===== src/rtl/fruit_pkg.sv =====
// Shared constants for the Fruit Ninja score path: FSM encoding and the
// score/lives bus widths (also used by the 7-segment driver's num port).
package fruit_pkg;

    localparam int SCORE_W = 5;
    localparam int LIVES_W = 2;

    typedef enum logic [1:0] {
        ST_IDLE = 2'd0,
        ST_PLAY = 2'd1,
        ST_OVER = 2'd2
    } game_state_t;

endpackage


===== src/rtl/score_keeper_edge_det.sv =====
// Two-flop sampler producing a one-cycle rising-edge event from a level input.
module edge_det (
    input  logic ck,
    input  logic rstn,
    input  logic in,
    output logic rise
);

    logic s;
    logic p;

    always_ff @(posedge ck) begin
        if (!rstn) begin
            s <= 1'b0;
            p <= 1'b0;
        end else begin
            s <= in;
            p <= s;
        end
    end

    assign rise = s & ~p;

endmodule


===== src/rtl/score_keeper.sv =====
// Game-score stage: start/hit/miss edges drive an IDLE/PLAY/OVER FSM with a
// saturating score and a lives counter; all outputs are registered.
module score_keeper
    import fruit_pkg::*;
#(
    parameter int MAX_SCORE = 31,
    parameter int LIVES     = 3
) (
    input  logic               ck,
    input  logic               rstn,
    input  logic               start,
    input  logic               hit,
    input  logic               miss,
    output logic [SCORE_W-1:0] num,
    output logic [LIVES_W-1:0] lives,
    output logic               playing,
    output logic               game_over
);

    localparam logic [SCORE_W-1:0] MAX_V   = SCORE_W'(MAX_SCORE);
    localparam logic [LIVES_W-1:0] LIVES_V = LIVES_W'(LIVES);

    logic        start_ev;
    logic        hit_ev;
    logic        miss_ev;
    game_state_t state;

    edge_det u_start (.ck(ck), .rstn(rstn), .in(start), .rise(start_ev));
    edge_det u_hit   (.ck(ck), .rstn(rstn), .in(hit),   .rise(hit_ev));
    edge_det u_miss  (.ck(ck), .rstn(rstn), .in(miss),  .rise(miss_ev));

    always_ff @(posedge ck) begin
        if (!rstn) begin
            state     <= ST_IDLE;
            num       <= '0;
            lives     <= LIVES_V;
            playing   <= 1'b0;
            game_over <= 1'b0;
        end else begin
            case (state)
                ST_IDLE, ST_OVER: begin
                    // Start takes priority; hit/miss in the same cycle are dropped.
                    if (start_ev) begin
                        state     <= ST_PLAY;
                        num       <= '0;
                        lives     <= LIVES_V;
                        playing   <= 1'b1;
                        game_over <= 1'b0;
                    end
                end
                ST_PLAY: begin
                    if (hit_ev && (num < MAX_V))
                        num <= num + SCORE_W'(1);
                    if (miss_ev) begin
                        if (lives > LIVES_W'(1)) begin
                            lives <= lives - LIVES_W'(1);
                        end else begin
                            lives     <= '0;
                            state     <= ST_OVER;
                            playing   <= 1'b0;
                            game_over <= 1'b1;
                        end
                    end
                end
                default: begin
                    state     <= ST_IDLE;
                    playing   <= 1'b0;
                    game_over <= 1'b0;
                end
            endcase
        end
    end

endmodule


===== config.mk =====
export PLATFORM = sky130hd
export DESIGN_NAME = score_keeper
export DESIGN_NICKNAME = d
export VERILOG_FILES = /design/src/rtl/fruit_pkg.sv /design/src/rtl/score_keeper_edge_det.sv /design/src/rtl/score_keeper.sv
export SDC_FILE = /design/constraint.sdc
export NUM_CORES = 1
export LEC_CHECK = 0
export ABC_AREA = 1
export CAP_MARGIN = 20
export CORE_AREA = 2 2 39 41
export DETAILED_ROUTE_END_ITERATION = 7
export DIE_AREA = 0 0 41 43
export DONT_BUFFER_PORTS = 1
export PLACE_DENSITY = 0.8
export SETUP_SLACK_MARGIN = 0.1
export SLEW_MARGIN = 20
export SYNTH_ARGS = -nofsm -noshare
export SYNTH_HDL_FRONTEND = slang
export SYNTH_SLANG_ARGS = --single-unit

===== constraint.sdc =====
create_clock -name ck -period 1.5 [get_ports ck]
set_input_delay 0.15 -clock ck [delete_from_list [all_inputs] [get_ports ck]]
set_output_delay 0.15 -clock ck [all_outputs]
set_load 0.03 [all_outputs]

## Word level (Yosys, flattened, before mapping)

Index checks and enable logic that the tools add are counted.
Widths: inputs -> output; s select.

- Bitwise logic cells: 6
- Equality and inequality tests: 6
- Reductions and logical operators: 7
- $lt $le $gt $ge: 2
- Muxes and demuxes: 19
- Add/sub/neg operators: 2

Operator list:

| operator | count |
|---|---|
| $mux 2 | 6 |
| $mux 5 | 2 |
| $pmux 5 s2 | 1 |
| $reduce_and 3->1 | 3 |
| $ne 2x2->1 const B | 4 |
| $pmux 2 s2 | 2 |
| $mux 1 | 6 |
| $add 5x1->5 const B | 1 |
| $lt 5x5->1 const B | 1 |
| $pmux 1 s2 | 2 |
| $and 1x1->1 | 3 |
| $not 1->1 | 3 |
| $eq 2x1->1 const B | 1 |
| $eq 2x2->1 const B | 1 |
| $gt 2x1->1 const B | 1 |
| $logic_not 2->1 | 1 |
| $reduce_bool 2->1 | 1 |
| $reduce_or 2->1 | 1 |
| $sub 2x1->2 const B | 1 |
| $logic_and 1x1->1 | 1 |

- Register bits: 17
- Input port bits: 5
- Logic and storage cells: 53

## Depth between registers and ports, before layout

- Word-level depth: 5
- Depth in mapped cells: 8

## Cells and area by module

Synthesis repeated with hierarchy kept, for this count alone.

- Cells, all modules: 96
- Area total of the unflattened synthesis: 693.2 µm²

Modules (own cells, without submodules):

| module | area an instance (µm²) | cells each | times used |
|---|---|---|---|
| score_keeper | 498.0 | 72 | 1 |
| edge_det | 65.1 | 8 | 3 |

## Least setup slack after synthesis

OpenSTA, ideal clock, no wires.

- Path type: register to register
- From: reg num[0]
- To: reg num[4]
- Clock period less this slack: 1.276 ns
- Cell stages (with the launch flop): 9
- Setup time: 0.113 ns
- Data required time: 1.387 ns
- Arrival time: 1.162 ns
- Setup slack: 0.224 ns
- Buffers on the path: 0
- Cell sequence: dfxtp_1 -> ha_1 -> nand2_1 -> inv_1 -> nand2_1 -> nand3_1 -> nand2_1 -> nand2_1 -> nor2_1

- Word-level cells in the longest chain between the ends: 4
- Elaborated cells on any way between the ends: 7
- Those cells by class: add/sub (1); order compare (1); eq/ne (1); mux (2); reduce/logical (2)

Ends and longest elaborated chain:

| item | RTL line | RTL |
|---|---|---|
| start, declared | score_keeper.sv:14 | `output logic [SCORE_W-1:0] num,` |
| start signal, assigned | score_keeper.sv:53 | `num <= num + SCORE_W'(1);` |
| $lt 5x5->1 | score_keeper.sv:52 | `if (hit_ev && (num < MAX_V))` |
| $logic_and 1x1->1 | score_keeper.sv:52 |  |
| $ne 2x2->1 (no source line) | n/a |  |
| $reduce_and 3->1 (no source line) | n/a |  |

Parallel ways exist; a longest one is shown, timed or not. The select of a mux whose other input is x is not followed.
A chain may end at the register's enable or synchronous reset.

## Worst setup path after layout

- From: reg num[1]
- To: reg num[4]

Same word-level chain as after synthesis.

==> flow_summary.yaml <==
sta:
  skew_ns: 0.00372
  fin_crit_sh: 0.786
  setup_violations: 0
  tightest_slew_ns: 0.376
  rsz0062_at_grt: "no"
  totalNegativeSetupSlack_ns: 0
  min_period_ns: 1.18
  max_slew_margin: 0.749
  final_max_slew_viol_count: 0
  hold_viol_final: 0
  fmaxAchievable_mhz: 848
routing:
  first_iter_violations: 5
  vias: 637
  drt_wl_total_um: 1330
  postRouteAntennaNets: 0
  drc_errors: 0
  drtPass1Iterations: 2
  vias_per_cell: 4.86
  wl_per_cell_um: 10.2
critical_path:
  setup.worst_path.class: "flip-flop to flip-flop"
  path_common_cell: "nand2_1"
  worst-path-buf-inv: 1
  cp-start-kind: "flip-flop"
  cp.arrival_ns: 1.41
  required_ns: 1.73
  slowest_stage: "dfxtp_1"
  cp_max_fo: 6
  crit_path_max_incr_delay_ns: 0.35
  worstPathCellList: "buf_4 > nand2_1 > nor2_1 > nand2_1 > nand2_4 > nand2_4 > nand2_1 > nand2_1 > nor2_1"
  end_kind: "flip-flop"
  crit_family: "simple AND/OR/NAND/NOR gates"
clock_network:
  cts-htree-levels: 1
  tritoncts: "yes"
  cts-root-buf: "clkbuf_4"
  clk_pin_slew_ns: 0.08
  cts.sinks: 16
  insertion_delay_ns: 0.28
  clock_path_buffers: 2
  cts_inserted_buffers: 3
pwr:
  leakage_nw: 0.433
  powerDensity_nw_per_um2: 913
  ir_worst_vdd_mv: 0.678
synth:
  muxShareOfSynthArea: 0
  synth_area_leaders: "dfxtp_1, nand2_1, inv_1"
  yosysTopAreaCell: "dfxtp_1"
  synth-xor-area-share: 0
  synth-seq-area-share: 0.438
  synthDistinctLibCells: 19
  synth_simple_gate_area_frac: 0.342
  synth_top_family_by_area: "simple AND/OR/NAND/NOR gates"
  syn_area_um2: 731
  synth_top_area_share: 0.438
  synth_compound_area_frac: 0.0856
  netlist_instances: 102
  synth.avg_cell_area_um2: 7.16
  synth-adder-area-share: 0.0171
  yosysWarnings: 0
  syn_nets: 108
  yosys_register_bits: 16
floorplanning:
  start_util: 0.528
  coreArea_um2: 1380
  core.rowCount: 14
  die_area_um2: 1760
  die_h_um: 43
  boundaryPins: 14
  die_w_um: 41
layout:
  n_antenna_cell: 0
  drive_above_1_share: 0.139
  fin_cells: 131
  synthToLayoutAreaGrowth_pct: 17.0
  layout.nets: 123
  fin_util: 0.618
placed_design:
  dp_cells: 124
  dp_hpwl_um: 1010
  numPortBuffers: 0
  gp_congestion: 0.736
global_routing:
  grt.total_usage: 0.187
  overflow: 0
  grt_pass1_vias: 588
  antenna_found_initial: 0
  grt_max_degree: 10
  grt_pass1_wl_um: 2230
status:
  status: "finished, final reports clean"
min_path:
  min_path_type: "input pin to flip-flop"
flow_run:
  drv_cap: 0
## cell type report
| class | instances | area [um^2] |
|---|---|---|
| flip-flops and latches | 16 | 320 |
| multi-input cells | 66 | 325 |
| clock buffers | 3 | 22.5 |
| repair buffers | 11 | 95.1 |
| fillers | 125 | 529 |
| inverters | 19 | 71.3 |
| well taps | 16 | 20.0 |
## cells by family (layout without fill, tap and decap cells)
| logic type | Yosys count | in the layout |
|---|---|---|
| AOI/OAI and AO/OA | 11 | 11 |
| adders and majority gates | 1 | 1 |
| buffers and inverters | 20 | 33 |
| DFF | 16 | 16 |
| and+or+nand+nor | 54 | 54 |
## repair_timing
action | 4_1_cts | 5_1_grt
setup endpoints to repair | 0 | 1
hold buffers | 4 | 0
hold endpoints to repair | 9 | 0
setup buffers | 0 | 0
gates resized for setup | 0 | 1
## routing by layer
metal,vias up,wire [um],GRT usage
met5,-,0,0
li1,339,-,-
met3,2,56,0.0366
met2,13,703,0.322
met4,0,20,0.100
met1,283,553,0.198
## worst reg2reg max path, cell delays in order, from the launching register on
cell	delay, ns
dfxtp_1	0.35
buf_4	0.18
nand2_1	0.07
nor2_1	0.08
nand2_1	0.09
nand2_4	0.10
nand2_4	0.07
nand2_1	0.06
nand2_1	0.05
nor2_1	0.09
## sequential cells by signal, summed over array words and instances (netlist names)
register   cells
u_hit.s        1
u_miss.s       1
playing        1
u_start.s      1
u_miss.p       1
u_start.p      1
state          2
lives          2
u_hit.p        1
num            5
## cells in the final DEF (no fill, tap or decap), types with 2 or more instances in the layout
master          n
a21oi_1         7
buf_4           7
clkbuf_4        3
dfxtp_1        16
dlygate4sd3_1   3
inv_1          18
nand2_1        33
nand2_4         2
nand3_1         5
nor2_1          8
o21bai_1        2
## through the flow
| stage | setup slack, ns | instance area, um^2 | power (W) | hold slack, ns |
|---|---|---|---|---|
| after global placement | 0.384 | 790 | 0.000562 | 0.247 |
| after detailed placement | 0.327 | 790 | 0.000565 | 0.252 |
| after floorplan | 0.224 | 731 | 0.000548 | 0.243 |
| final | 0.321 | 855 | 0.000780 | 0.0717 |
| after CTS | 0.157 | 852 | 0.000786 | 0.0672 |
| after global routing | 0.221 | 855 | 0.000821 | 0.0799 |
## path summary, 6_finish.rpt
check,cells after the start,from,endpoint,slack (ns)
setup / recovery,9,num[1],num[4],0.32
hold / removal,3,rstn,lives[0],0.07
setup reg to reg,9,num[1],num[4],0.32
hold reg to reg,2,u_hit.s,u_hit.p,0.43
## synth_stat cells, drive strengths merged
cell	number
a21boi	1
a21oi	7
clkbuf	1
dfxtp	16
ha	1
inv	19
nand2	36
nand3	6
nand3b	1
nand4	1
nor2	9
nor3	1
o21ai	1
o21bai	2
## report_power, final
part	total (W)	leakage (nW)	switching (W)	internal [W]
sequential	0.000460	0.131	0.0000172	0.000443
combinational	0.000106	0.288	0.0000653	0.0000411
clock	0.000213	0.0138	0.000120	0.0000933
No activity file was read; power rests on OpenSTA's default activity.
